<file path="config.mk">
export PLATFORM = sky130hd
export DESIGN_NAME = ara_cluster_dispatcher
export DESIGN_NICKNAME = d
export VERILOG_FILES = /design/src/rtl/ara_cluster_dispatcher.sv
export SDC_FILE = /design/constraint.sdc
export NUM_CORES = 1
export LEC_CHECK = 0
export ABC_AREA = 0
export CORE_AREA = 2 2 249 251
export CTS_BUF_LIST = sky130_fd_sc_hd__clkbuf_4
export DETAILED_ROUTE_END_ITERATION = 8
export DIE_AREA = 0 0 251 253
export SETUP_SLACK_MARGIN = 0.5
export SKIP_LAST_GASP = 1
export SLEW_MARGIN = 5
export SYNTH_ARGS = -nofsm -noshare
export SYNTH_HDL_FRONTEND = slang
export SYNTH_SLANG_ARGS = --single-unit
</file>
<file path="constraint.sdc">
create_clock -name clk_i -period 2.5 [get_ports clk_i]
set_clock_uncertainty 0.1 [all_clocks]
set_input_delay 0.25 -clock clk_i [delete_from_list [all_inputs] [get_ports clk_i]]
set_output_delay 0.25 -clock clk_i [all_outputs]
set_load 0.005 [all_outputs]
</file>
<file path="src/rtl/ara_cluster_dispatcher.sv">
// Fans CVA6 accelerator requests out to NrClusters Ara macros and joins their
// responses and load/store completion pulses back into a single CVA6-facing stream.
module ara_cluster_dispatcher #(
    parameter int unsigned NrClusters     = 4,
    parameter int unsigned ReqWidth       = 128,
    parameter int unsigned ResultWidth    = 64,
    parameter int unsigned MaxOutstanding = 8,
    parameter int unsigned CplCntWidth    = 4
) (
    input  logic                              clk_i,
    input  logic                              rst_ni,
    input  logic                              req_valid_i,
    output logic                              req_ready_o,
    input  logic [ReqWidth-1:0]               req_data_i,
    output logic                              resp_valid_o,
    input  logic                              resp_ready_i,
    output logic [ResultWidth-1:0]            resp_result_o,
    output logic                              resp_error_o,
    output logic [4:0]                        resp_fflags_o,
    output logic                              load_complete_o,
    output logic                              store_complete_o,
    output logic                              store_pending_o,
    output logic [NrClusters-1:0]             cl_req_valid_o,
    input  logic [NrClusters-1:0]             cl_req_ready_i,
    output logic [ReqWidth-1:0]               cl_req_data_o,
    input  logic [NrClusters-1:0]             cl_resp_valid_i,
    output logic [NrClusters-1:0]             cl_resp_ready_o,
    input  logic [NrClusters*ResultWidth-1:0] cl_resp_result_i,
    input  logic [NrClusters-1:0]             cl_resp_error_i,
    input  logic [NrClusters*5-1:0]           cl_resp_fflags_i,
    input  logic [NrClusters-1:0]             cl_load_complete_i,
    input  logic [NrClusters-1:0]             cl_store_complete_i,
    input  logic [NrClusters-1:0]             cl_store_pending_i
);

    localparam int unsigned            OutW    = $clog2(MaxOutstanding) + 1;
    localparam logic [OutW-1:0]        OutMax  = OutW'(MaxOutstanding);
    localparam logic [OutW-1:0]        OutOne  = OutW'(1);
    localparam logic [CplCntWidth-1:0] CplMax  = '1;
    localparam logic [CplCntWidth-1:0] CplOne  = CplCntWidth'(1);

    logic [NrClusters-1:0] sent_q, sent_d;
    logic [OutW-1:0]       outstanding_q;
    logic                  can_issue, req_accept, resp_fire;

    // Request fork: each cluster sees the request exactly once.
    assign can_issue      = outstanding_q < OutMax;
    assign cl_req_valid_o = {NrClusters{req_valid_i & can_issue}} & ~sent_q;
    assign req_ready_o    = can_issue & (&(sent_q | cl_req_ready_i));
    assign req_accept     = req_valid_i & req_ready_o;
    assign cl_req_data_o  = req_data_i;

    always_comb begin
        sent_d = sent_q | (cl_req_valid_o & cl_req_ready_i);
        if (req_accept) begin
            sent_d = '0;
        end
    end

    always_ff @(posedge clk_i or negedge rst_ni) begin
        if (!rst_ni) begin
            sent_q <= '0;
        end else begin
            sent_q <= sent_d;
        end
    end

    // Response join: one holding slot per cluster; only cluster 0 supplies the result.
    logic [NrClusters-1:0]      hv_q, err_q;
    logic [NrClusters-1:0][4:0] ff_q;
    logic [ResultWidth-1:0]     res0_q;
    logic [4:0]                 fflags_merged;

    assign cl_resp_ready_o = ~hv_q;
    assign resp_valid_o    = &hv_q;
    assign resp_fire       = resp_valid_o & resp_ready_i;
    assign resp_result_o   = res0_q;
    assign resp_error_o    = |err_q;
    assign resp_fflags_o   = fflags_merged;

    always_comb begin
        fflags_merged = '0;
        for (int i = 0; i < NrClusters; i++) begin
            fflags_merged = fflags_merged | ff_q[i];
        end
    end

    always_ff @(posedge clk_i or negedge rst_ni) begin
        if (!rst_ni) begin
            hv_q   <= '0;
            err_q  <= '0;
            ff_q   <= '0;
            res0_q <= '0;
        end else if (resp_fire) begin
            hv_q <= '0;
        end else begin
            for (int i = 0; i < NrClusters; i++) begin
                if (cl_resp_valid_i[i] && !hv_q[i]) begin
                    hv_q[i]  <= 1'b1;
                    err_q[i] <= cl_resp_error_i[i];
                    ff_q[i]  <= cl_resp_fflags_i[i*5 +: 5];
                end
            end
            if (cl_resp_valid_i[0] && !hv_q[0]) begin
                res0_q <= cl_resp_result_i[ResultWidth-1:0];
            end
        end
    end

    if (NrClusters > 1) begin : g_unused
        logic unused_results;
        assign unused_results = ^cl_resp_result_i[NrClusters*ResultWidth-1:ResultWidth];
    end

    always_ff @(posedge clk_i or negedge rst_ni) begin
        if (!rst_ni) begin
            outstanding_q <= '0;
        end else begin
            case ({req_accept, resp_fire})
                2'b10:   outstanding_q <= outstanding_q + OutOne;
                2'b01:   if (outstanding_q != '0) outstanding_q <= outstanding_q - OutOne;
                default: outstanding_q <= outstanding_q;
            endcase
        end
    end

    // Completion aggregation: a pulse arriving this cycle already counts toward the join.
    logic [NrClusters-1:0][CplCntWidth-1:0] ld_cnt_q, ld_cnt_d, st_cnt_q, st_cnt_d;
    logic [NrClusters-1:0]                  ld_sat, st_sat;
    logic                                   ld_fire, st_fire;

    always_comb begin
        ld_fire  = 1'b1;
        st_fire  = 1'b1;
        ld_cnt_d = ld_cnt_q;
        st_cnt_d = st_cnt_q;
        ld_sat   = '0;
        st_sat   = '0;
        for (int i = 0; i < NrClusters; i++) begin
            ld_fire = ld_fire & ((ld_cnt_q[i] != '0) | cl_load_complete_i[i]);
            st_fire = st_fire & ((st_cnt_q[i] != '0) | cl_store_complete_i[i]);
        end
        for (int i = 0; i < NrClusters; i++) begin
            if (cl_load_complete_i[i] && !ld_fire) begin
                if (ld_cnt_q[i] == CplMax) ld_sat[i] = 1'b1;
                else                       ld_cnt_d[i] = ld_cnt_q[i] + CplOne;
            end else if (!cl_load_complete_i[i] && ld_fire) begin
                ld_cnt_d[i] = ld_cnt_q[i] - CplOne;
            end
            if (cl_store_complete_i[i] && !st_fire) begin
                if (st_cnt_q[i] == CplMax) st_sat[i] = 1'b1;
                else                       st_cnt_d[i] = st_cnt_q[i] + CplOne;
            end else if (!cl_store_complete_i[i] && st_fire) begin
                st_cnt_d[i] = st_cnt_q[i] - CplOne;
            end
        end
    end

    always_ff @(posedge clk_i or negedge rst_ni) begin
        if (!rst_ni) begin
            ld_cnt_q         <= '0;
            st_cnt_q         <= '0;
            load_complete_o  <= 1'b0;
            store_complete_o <= 1'b0;
            store_pending_o  <= 1'b0;
        end else begin
            ld_cnt_q         <= ld_cnt_d;
            st_cnt_q         <= st_cnt_d;
            load_complete_o  <= ld_fire;
            store_complete_o <= st_fire;
            store_pending_o  <= |cl_store_pending_i;
        end
    end

    a_no_underflow: assert property (@(posedge clk_i) disable iff (!rst_ni)
        resp_fire |-> (outstanding_q != '0));
    a_no_saturation: assert property (@(posedge clk_i) disable iff (!rst_ni)
        ~|{ld_sat, st_sat});

endmodule

</file>
==> After elaboration in Yosys (flattened, before gate mapping) <==
Cells that the tools add are included.
{ "totals": {"reg_bits": 135, "in_bits": 432, "output_inout_bits": 211, "word_cells": 197} }
{ "op_classes": {"addsub": 18, "order_cmp": 1, "n_eq_ne": 19, "mux": 32, "bitwise": 28, "reduce_logical": 73} }
{ "ops": {"columns": ["op", "count"], "rows": [
  ["4-bit 2-to-1 mux", 27],
  ["4-bit by 1-bit adder with 4-bit output (second input constant)", 9],
  ["4-bit nonzero test", 9],
  ["4-bit by 1-bit subtractor with 4-bit output (second input constant)", 9],
  ["4-bit == test (second input constant)", 8],
  ["2-bit AND reduction", 13],
  ["2-bit nonzero test", 13],
  ["1-bit logical AND", 20],
  ["2-bit != test (second input constant)", 9],
  ["5-bit OR", 3],
  ["1-bit zero test", 14],
  ["1-bit bitwise AND", 10],
  ["4-bit bitwise AND", 2],
  ["4-bit inverter", 2],
  ["1-bit OR", 8],
  ["4-bit OR", 2],
  ["4-bit case mux with 2 select lines", 1],
  ["4-bit AND reduction", 2],
  ["4-bit OR reduction", 2],
  ["4-bit < comparator (second input constant)", 1],
  ["1-bit 2-to-1 mux", 4],
  ["2-bit by 1-bit == test with 1-bit output (second input constant)", 1],
  ["2-bit == test (second input constant)", 1],
  ["1-bit inverter", 1]
]} }

==> Depth between registers and ports, before layout <==
Gate-level depths: netlist of run 1.
{ "depth": {"word_depth": 9, "mapped_depth": 12, "mapped_depth_nobuf": 10} }

==> Worst setup path after synthesis of run 1 <==
No wires, ideal clock.
{ "synth_path": {"kind": "register to register", "start": "reg st_cnt_q[13] (netlist bit)", "end": "reg st_cnt_q[11] (netlist bit)", "setup_time_ns": 0.123, "arrival_time_ns": 2.537, "t_required_ns": 2.277, "path_slack_ns": -0.259, "path_stages_with_launch": 13, "n_path_buf": 2, "period_less_slack_ns": 2.759, "path_cell_list": "dfrtp_1 > or4_1 > nor2_2 > or4_4 > buf_6 > buf_4 > nand2_1 > ha_1 > a21o_1 > a21oi_1 > nor2b_1 > mux2i_1 > xnor2_1"} }
{ "synth_between": {"elab_chain_len": 7, "elab_cells_between_ends": 10, "cone_classes": "eq/ne: 1; mux: 1; bitwise: 2; reduce/logical: 6"} }
{ "synth_lines": {"columns": ["item", "line", "source"], "rows": [
  ["start: declaration", "128", "logic [NrClusters-1:0][CplCntWidth-1:0] ld_cnt_q, ld_cnt_d, st_cnt_q, st_cnt_d;"],
  ["start signal: assignment", "168", "st_cnt_q <= st_cnt_d;"],
  ["4-bit nonzero test *", "141", "st_fire = st_fire & ((st_cnt_q[i] != '0) | cl_store_complete_i[i]);"],
  ["1-bit OR *", "141", null],
  ["1-bit bitwise AND *", "141", null],
  ["1-bit zero test", "150", "if (cl_store_complete_i[i] && !st_fire) begin"],
  ["1-bit logical AND", "150", null],
  ["2-bit != test (no source line) or 2-bit nonzero test (tied branches)", null, null],
  ["2-bit AND reduction (no source line)", null, null]
]} }
Every way passes the cells marked *; elsewhere a longest branch is shown, timed or not.
A chain may end at the register's enable or synchronous reset.

==> Final worst setup path of run 1 <==
{ "layout_path": {"start": "reg st_cnt_q[9] (netlist bit)", "end": "reg st_cnt_q[15] (netlist bit)"} }
{ "layout_between": {"elab_chain_len": 8, "elab_cells_between_ends": 11, "cone_classes": "eq/ne: 1; mux: 1; bitwise: 3; reduce/logical: 6"} }
{ "layout_lines": {"columns": ["item", "line"], "rows": [
  ["4-bit nonzero test *", "141"],
  ["1-bit OR *", "141"],
  ["1-bit bitwise AND * (2 in a row)", "141"],
  ["1-bit zero test", "150"],
  ["1-bit logical AND", "150"],
  ["2-bit != test (no source line) or 2-bit nonzero test (tied branches)", null],
  ["2-bit AND reduction (no source line)", null]
]} }
Marks and branches as above.

==> impl.org, run 1 <==
** Clock tree
- Root cell of the clock tree :: sky130_fd_sc_hd__clkbuf_4
- CTS H-tree depth :: 4
- For the worst-skew pair, the clock arrives at the later sink with an insertion delay of 0.76 ns.
- The number of clock buffers added by TritonCTS is 17.
- TritonCTS built the clock tree.
- The clock drives 135 sinks.
- The clock passes through at most 2 buffers.
- Clock-pin slew on the worst setup and hold paths :: 0.16 ns

** Setup path
- Cell-by-cell trace of the critical path :: or4_4 -> nor2_4 -> or4_4 -> nand2_4 -> ha_4 -> a21o_1 -> a21oi_2 -> nor2b_2 -> mux2i_1 -> xnor2_1
- Req. time, crit path :: 3.06 ns
- Signal arrival time at the worst endpoint :: 3.08 ns
- Critical path peak fanout :: 6
- Element type at the critical path start :: flop
- STA classifies the critical path endpoint as a flop.
- In this run the register-to-register setup slack is -0.02 ns.
- Worst Setup Path Type :: flop to flop
- The slowest stage of the critical path is the sky130_fd_sc_hd__or4_4 cell.
- The worst register-to-register path has a depth of 10.
- For this run, the slowest stage of the critical path takes 0.56 ns.
- Most used cell, CP :: sky130_fd_sc_hd__or4_4

** Pwr
- Summed over all nets, the switching power comes to 0.00487 W.
- The share of total power dissipated in sequential elements is 0.304.
- Of the total power, the clock network draws 0.122.
- The worst-case IR drop observed on VDD is 0.506 mV.
- Leakage dissipation :: 5.01 nW
- Switching power as a share of total power :: 0.373
- Internal power :: 0.00819 W
- Power Dens Cells :: 1060 nW/um^2
- Of the total power, combinational logic draws 0.574.

** Place
- At the end of routability-driven placement, the weighted congestion stood at 0.772.
- DP HPWL :: 17900 um
- After detailed placement, the total cell area comes to 10200 um^2.
- In this run the tool buffered the top-level ports with 194 buffer cells.
- Count of placed standard cells including taps :: 1536

** Job
- Max-cap violations in this run came to 0.

** Timing
- Measured against its own limit, the worst slew margin works out to 0.484.
- Highest clock rate :: 396 MHz
- Setup repair after global routing could not meet its margin everywhere.
- Final critical-path setup slack :: -0.0240 ns
- The routed design could run at a clock period as short as 2.52 ns.
- The number of max-slew violations in the final report came to 0.
- Setup violations remaining at the end of the flow were counted as 1.
- Period Utilization, post-route :: 1.01
- The number of hold-slack violations in the final timing report was 0.
- For the pin with the worst max-slew slack, the measured transition is 0.764 ns.

** Routing
- DRT antenna net count :: 0
- After detailed routing, the average wire length per cell comes to 15.4 um.
- Via count normalized by instance count :: 3.40
- In the routed design, unresolved DRC markers number 0.
- Initial DRT Pass Iterations :: 4
- For this block, the initial DRC count from the detailed router was 191.
- DRT Wirelength :: 26600 um
- Via Count :: 5854

** Synth
- Synth top area cells :: sky130_fd_sc_hd__dfrtp_1 (45%), sky130_fd_sc_hd__mux2_2 (13%), sky130_fd_sc_hd__buf_4 (13%), sky130_fd_sc_hd__mux2i_1 (3.9%), sky130_fd_sc_hd__ha_1 (3.0%)
- Ys async rst share :: 1.00
- During synthesis, Yosys emitted a total of 0 warnings.
- For this run, the leading register cell type out of synthesis is sky130_fd_sc_hd__dfrtp_1.
- In this run the mean area of a mapped cell was 11.8 um^2.
- In the synthesized netlist, the number of instances is 635.
- In the post-synthesis netlist, the cell with the most instances is sky130_fd_sc_hd__dfrtp_1.
- Post-synth EDFFs :: 0
- Cell taking the most area after synthesis :: sky130_fd_sc_hd__dfrtp_1
- Syn nets :: 1094
- Of the synthesized area, sequential elements account for 0.452.
- The netlist uses 50 different library cells.
- Synth Register Bits :: 135
- The share of synthesized area in the top cell type comes to 0.452.
- After synthesis the cells add up to 7470 um^2.
- Commonest cells in the netlist :: sky130_fd_sc_hd__dfrtp_1 (135), sky130_fd_sc_hd__buf_4 (129), sky130_fd_sc_hd__mux2_2 (89)

** Floorplan
- The die is 251 um wide.
- Effective utilization at floorplan :: 0.122
- The floorplan step defined a die boundary enclosing 63500 um^2.
- Io pins :: 643
- Total number of placement rows :: 91
- From bottom edge to top edge, the die measures 253 um.
- The floorplan step defined a core boundary enclosing 61000 um^2.

** Run status
- The final reports fail on negative setup slack.
- The run finished, with violations left.

** Cells and area
- After the last flow step, the layout net total stands at 1375.
- The finished cells cover 12300 um^2.
- Layout cells sized above 1 :: 0.388
- The count of cells in the finished layout, fillers not included, comes to 1724.
- Relative area change from synthesis to final layout :: 64.8%
- Fill cell instance count of the final layout :: 6533

** Worst hold path
- Worst hold path stage count :: 4
- The min-delay analysis places its worst path in the category input pin to flop.

** Global route
- Entering global routing, the biggest net connects 68 pins.
- For this run, the total global-route usage over all layers was measured as 0.0780.
- The number of antenna violations at the first check in global routing was 2.
- Vias in the first global route :: 6138
- The first global-routing pass estimated 36100 um of wire.
- The total overflow left after global routing is 0.
## flip-flops by register name (all words and copies together) (netlist names), 4 cells and up
signal	count
st_cnt_q	16
sent_q	4
err_q	4
resp_result_o	64
ff_q	20
outstanding_q	4
ld_cnt_q	16
hv_q	4
## critical path: cells and delay by family (launching register included)
kind                     cells  cell delay, ns
flip-flops                   1            0.44
AO/OA/AOI/OAI                2            0.31
adder cells (fa/ha/maj)      1            0.21
AND/OR/NAND/NOR              5            1.13
XOR/XNOR                     1            0.14
multiplexers                 1            0.10
## cell type report
| type | instances | area, um^2 | area share |
|---|---|---|---|
| timing repair buffer | 411 | 3970 | 0.322 |
| multi-input combinational | 337 | 3610 | 0.293 |
| sequential | 135 | 3380 | 0.275 |
| tap | 790 | 988 | 0.0802 |
| clock inverter | 15 | 178 | 0.0144 |
| clock buffer | 17 | 128 | 0.0104 |
| inverter | 14 | 55.1 | 0.00447 |
| antenna | 5 | 12.5 | 0.00102 |
## per-stage QoR
step                      hold slack, ns  worst slack (ns)  TNS, ns  total power (W)  utilization
after floorplan                   -0.146            -0.111   -0.556          0.00773            -
after global placement            0.0597            -0.300    -3.06           0.0102        0.167
after detailed placement          0.0622            -0.311    -3.87           0.0104        0.167
after CTS                       0.000487            0.0231        0           0.0125        0.194
after global routing              0.0381            -0.136   -0.517           0.0141        0.202
final                              0.109           -0.0240  -0.0240           0.0131        0.202
## cells in the final DEF (no fill, tap or decap), drive strengths merged, types with 2 or more instances in the layout
cell / count
a211oi: 5
a21o: 11
a21oi: 12
a2bb2oi: 3
and2: 4
and4b: 2
buf: 135
clkbuf: 22
clkdlybuf4s50: 110
clkinv: 8
dfrtp: 135
diode: 5
dlygate4sd2: 67
dlygate4sd3: 94
fa: 9
ha: 18
inv: 20
mux2: 89
mux2i: 31
nand2: 24
nand4: 9
nor2: 26
nor2b: 9
nor3: 6
nor3b: 3
nor4: 5
nor4b: 3
o21a: 4
o21ai: 5
o22ai: 2
o32ai: 3
o41ai: 3
or4: 12
xnor2: 18
xor2: 12
## path summary, 6_finish.rpt
| path | from | endpoint |
|---|---|---|
| min in group asynchronous | rst_ni | resp_result_o[8]$_DFFE_PN0P_ |
| max in group asynchronous | rst_ni | sent_q[1]$_DFF_PN0_ |
| max reg2reg | st_cnt_q[9]$_DFFE_PN0P_ | st_cnt_q[15]$_DFFE_PN0P_ |
| min reg2reg | resp_result_o[3]$_DFFE_PN0P_ | resp_result_o[3]$_DFFE_PN0P_ |
| min | cl_load_complete_i[3] | ld_cnt_q[13]$_DFFE_PN0P_ |
| max | st_cnt_q[9]$_DFFE_PN0P_ | st_cnt_q[15]$_DFFE_PN0P_ |
## logic make-up after synthesis
group	count (synthesis)	synth area share
mux	120	0.179
buf+inv	163	0.150
simple gates	107	0.0800
flops	135	0.452
fa+ha+maj	27	0.0542
compound gates	53	0.0497
xor+xnor	30	0.0352
## what timing repair did
item	in CTS	in global routing
pin swaps	34	26
gates resized for setup	182	59
hold endpoints to repair	227	0
gates cloned	0	8
hold buffers	95	0
setup buffers	33	15
setup endpoints to repair	113	116
## layer usage
layer  global-route usage  wire [um]  up-vias  part of all wire
met4               0.0378        656        4             0.025
met1               0.0810      10800     2823              0.40
met2                0.111      11200      315              0.42
li1                     -          -     2662                 -
met5               0.0224        206        -            0.0078
met3               0.0620       3690       50              0.14
## power groups by stage
stage	Clock [W]	Combinational (W)	Sequential, W
floorplan	0	0.00360	0.00413
global placement	0	0.00621	0.00399
detailed placement	0	0.00640	0.00404
CTS	0.00171	0.00680	0.00396
global route	0.00180	0.00815	0.00412
finish	0.00160	0.00749	0.00397
Power figures use the tool's default switching activity.
==> run 2: changes to the inputs <==
--- a/config.mk
+++ b/config.mk
@@ -6,6 +6,7 @@
 export NUM_CORES = 1
 export LEC_CHECK = 0
 export ABC_AREA = 0
+export CAP_MARGIN = 5
 export CORE_AREA = 2 2 249 251
 export CTS_BUF_LIST = sky130_fd_sc_hd__clkbuf_4
 export DETAILED_ROUTE_END_ITERATION = 8
@@ -16,3 +17,4 @@
 export SYNTH_ARGS = -nofsm -noshare
 export SYNTH_HDL_FRONTEND = slang
 export SYNTH_SLANG_ARGS = --single-unit
+export TNS_END_PERCENT = 5
==> impl.org, run 2 (synthesis gave the netlist of run 1 again) <==
** Setup path
- The required time at the worst-slack endpoint came to 3.00 ns (-0.06 ns).
- The maximum single-stage delay on the critical path is 0.56 ns (about the same).
- STA classifies the critical path startpoint as a flop.
- The peak fanout along the critical path was 8 (+2).
- Slowest cell on the critical path :: sky130_fd_sc_hd__or4_4
- Worst Setup Path Type :: flop to flop
- The number of buffers and inverters on the critical path was 0 (unchanged).
- The data arrival time of the worst path came to 2.97 ns (-0.11 ns).
- The worst setup path is captured at a flop.
- The signal on the critical path passes through or4_4 -> nor2_4 -> or4_4 -> nand2_4 -> ha_4 -> a21o_1 -> a21oi_2 -> nor2b_2 -> mux2i_1 -> xnor2_1.
- Among the stages of the critical path, the cell type that occurs most often is sky130_fd_sc_hd__or4_4.
- On the critical path the largest part of the delay comes from simple AND/OR/NAND/NOR gates.

** Place
- Count of placed standard cells including taps :: 1550 (+0.91%)
- DP HPWL :: 17600 um (-1.6%)
- Post-placement worst setup slack :: -0.272 ns (+0.0390 ns)
- The cell area after placement was 10100 um^2 (-1.1%).
- The number of input and output port buffers inserted was 194 (unchanged).
- Weighted congestion reported at the end of routability-driven placement :: 0.761 (-1.4%)

** Cells and area
- Filler-free cell count of the finished design :: 1691 (-1.9%)
- Leaving out fill and tap cells, the most frequent cell in the layout is sky130_fd_sc_hd__clkdlybuf4s50_1.
- The number of flip-flops in the largest register is 64 (unchanged).
- The total area of sequential cells was 3380 um^2 (-0.11%).
- The post-route core utilization was 0.190 (-0.0123).
- Layout cells sized above 1 :: 0.291 (-0.0961)
- Commonest cells after routing, fill and taps aside :: sky130_fd_sc_hd__clkdlybuf4s50_1 (182), sky130_fd_sc_hd__dfrtp_1 (133), sky130_fd_sc_hd__dlygate4sd3_1 (96)
- The final non-filler cell area came to 11600 um^2 (-6.1%).
- Area of the multi-input gates :: 3220 um^2 (-11%)
- The total of fill cells in the finished design came to 6607 (+1.1%).
- Post-layout net count :: 1345 (-2.2%)
- Relative area change from synthesis to final layout :: 54.8%

** Timing
- Setup repair after global routing could not meet its margin everywhere.
- The final worst-path cycle share is 0.985 (-0.0245).
- Post-route worst hold slack :: 0.146 ns (+0.0363 ns)
- The number of hold-slack violations in the final timing report is 0 (unchanged).
- Transition time at the pin with the least slew margin :: 0.859 ns (+0.0949 ns)
- Highest clock rate :: 406 MHz (+2.5%)
- Final critical-path setup slack :: 0.0373 ns (+0.0613 ns)
- Final critical delay including setup and external delays :: 2.46 ns (-0.0613 ns)
- The total setup violations reported at the end of the flow came to 0 (-1).
- Worst-case headroom to the max-slew limit :: 0.420 (-0.0641)
- The number of max-slew violations in the final report was 0 (unchanged).

** Pwr
- Part of the power in combinational logic :: 0.541 (-0.033)
- The power density normalized to cell area was 1050 nW/um^2 (-0.64%).
- Switching power as a share of total power :: 0.354 (-0.0193)
- Net switching power :: 0.00431 W (-12%)
- The proportion of power drawn by flip-flops and latches was 0.327 (+0.023).
- The portion of total power attributed to the clock network came to 0.132 (+0.010).
- Leakage dissipation :: 4.57 nW (-8.8%)
- Highest ir drop seen on vdd :: 0.539 mV (+6.4%)
- The internal power came to 0.00787 W (-3.8%).

** Clock tree
- The tree is rooted in a sky130_fd_sc_hd__clkbuf_4.
- The clock insertion delay at the later pin of the skew report was 0.71 ns (-0.05 ns).
- CTS H-tree depth :: 4 (unchanged)
- The number of buffers created by CTS is 17 (unchanged).
- Maximum number of buffers from clock root to sink :: 2 (unchanged)
- TritonCTS built the clock tree.
- Clock-pin slew on the worst setup and hold paths :: 0.14 ns (-0.02 ns)
- The number of sinks on the clock net came to 135 (unchanged).

** Global route
- Aggregate global routing overflow :: 0 (unchanged)
- The largest net degree at the start of global routing was 71 (+4.4%).
- Initial antenna violation count :: 1 (-1)
- The total routing resource utilization after global routing is 0.0741 (-0.00386).
- The number of global-route vias before repair is 5858 (-4.6%).
- The global-route wire length before repair is 34300 um (-5.2%).

** Routing
- The number of nets still failing antenna checks after routing is 0 (unchanged).
- The DRC marker count from the first detailed-route iteration is 251 (+31%).
- The count of TritonRoute iterations in the first routing pass was 4 (unchanged).
- The total wirelength of the detailed-routed design was 23300 um (-12%).
- The final routed wire length divided by cell count came to 13.8 um (-10%).
- DRC Markers :: 0 (unchanged)
- The via total after detailed routing is 5583 (-4.6%).
- Via count normalized by instance count :: 3.30 (-2.8%)

** Run status
- Run status :: finished, final reports clean

** Floorplan
- Io pins :: 643 (unchanged)
- The die outline area came to 63500 um^2 (unchanged).
- The width of the chip came to 251 um (unchanged).
- Total number of placement rows :: 91 (unchanged)
- Effective utilization at floorplan :: 0.122 (unchanged)
- The area of the core is 61000 um^2 (unchanged).
- The height of the die was 253 um (unchanged).

** Worst hold path
- Class of the worst hold path :: input pin to flop

** Job
- The number of maximum-capacitance constraint violations was 0 (unchanged).
-- run 2: cell count changes in the layout (fill, tap and decap cells not counted), sizes merged, moves of 2 or more --
| cell | change |
|---|---|
| diode | -3 |
| clkdlybuf4s50 | +72 |
| clkbuf | -5 |
| dlygate4sd3 | +2 |
| clkinv | -2 |
| buf | -39 |
| dlygate4sd2 | -61 |
-- run 2: layout make-up --
cell class                      instances  share of cell area
Timing Repair Buffer                  381               0.312
Sequential cell                       135               0.292
Multi-Input combinational cell        337               0.279
Tap cell                              790              0.0854
Clock inverter                         15              0.0158
Clock buffer                           17              0.0110
Inverter                               14             0.00454
Antenna cell                            2            0.000433
-- run 2: through the flow --
step	power, W	setup TNS, ns
final	0.0122	0
after global routing	0.0132	-0.819
after CTS	0.0122	0
after detailed placement	0.0103	-4.86
after global placement	0.0100	-3.96
after floorplan	0.00746	-0.565
-- run 2: power by group through the flow --
stage	sequential, W	clock, W	combinational [W]
finish	0.00399	0.00161	0.00659
floorplan	0.00409	0	0.00337
CTS	0.00398	0.00174	0.00646
detailed placement	0.00401	0	0.00626
global route	0.00414	0.00182	0.00727
global placement	0.00398	0	0.00607
-- run 2: path summary, 6_finish.rpt --
path,startpoint,endpoint,slack (ns),depth (start not counted)
setup / recovery,st_cnt_q[9]$_DFFE_PN0P_,st_cnt_q[7]$_DFFE_PN0P_,0.04,10
hold / removal,cl_resp_fflags_i[14],ff_q[14]$_DFFE_PN0P_,0.15,2
setup reg to reg,st_cnt_q[9]$_DFFE_PN0P_,st_cnt_q[7]$_DFFE_PN0P_,0.04,10
hold reg to reg,resp_result_o[44]$_DFFE_PN0P_,resp_result_o[44]$_DFFE_PN0P_,0.42,1
max in group asynchronous,rst_ni,st_cnt_q[9]$_DFFE_PN0P_,1.05,4
min in group asynchronous,rst_ni,ff_q[12]$_DFFE_PN0P_,0.52,3
-- run 2: worst reg2reg max path, delay by kind of cell, from the launching register on --
family                     cells  cell delay, ns
and+or+nand+nor                5            1.11
xor gates and xnor gates       1            0.13
DFF                            1            0.43
AOI/OAI and AO/OA              2            0.30
adders and majority gates      1            0.21
muxes                          1            0.08
-- run 2: layer usage --
metal,share of wire,global-route usage,up-vias
met2,0.41,0.102,311
met5,0.0043,0.0139,-
met1,0.39,0.0778,2616
met3,0.16,0.0581,58
met4,0.038,0.0442,2
li1,-,-,2596
-- run 2: timing repair --
| action | CTS | global route |
|---|---|---|
| resized for setup | 33 | 19 |
| setup buffers | 6 | 5 |
| hold buffers | 96 | 0 |
| pin swaps | 4 | 18 |
| setup endpoints to repair | 112 | 114 |
| hold endpoints to repair | 228 | 0 |
==> run 3: changes to the inputs <==
--- a/config.mk
+++ b/config.mk
@@ -6,7 +6,7 @@
 export NUM_CORES = 1
 export LEC_CHECK = 0
 export ABC_AREA = 0
-export CAP_MARGIN = 5
+export CAP_MARGIN = 10
 export CORE_AREA = 2 2 249 251
 export CTS_BUF_LIST = sky130_fd_sc_hd__clkbuf_4
 export DETAILED_ROUTE_END_ITERATION = 8
==> results of run 3 <==
No change in the layout: final DEF, timing and power equal those of run 2.
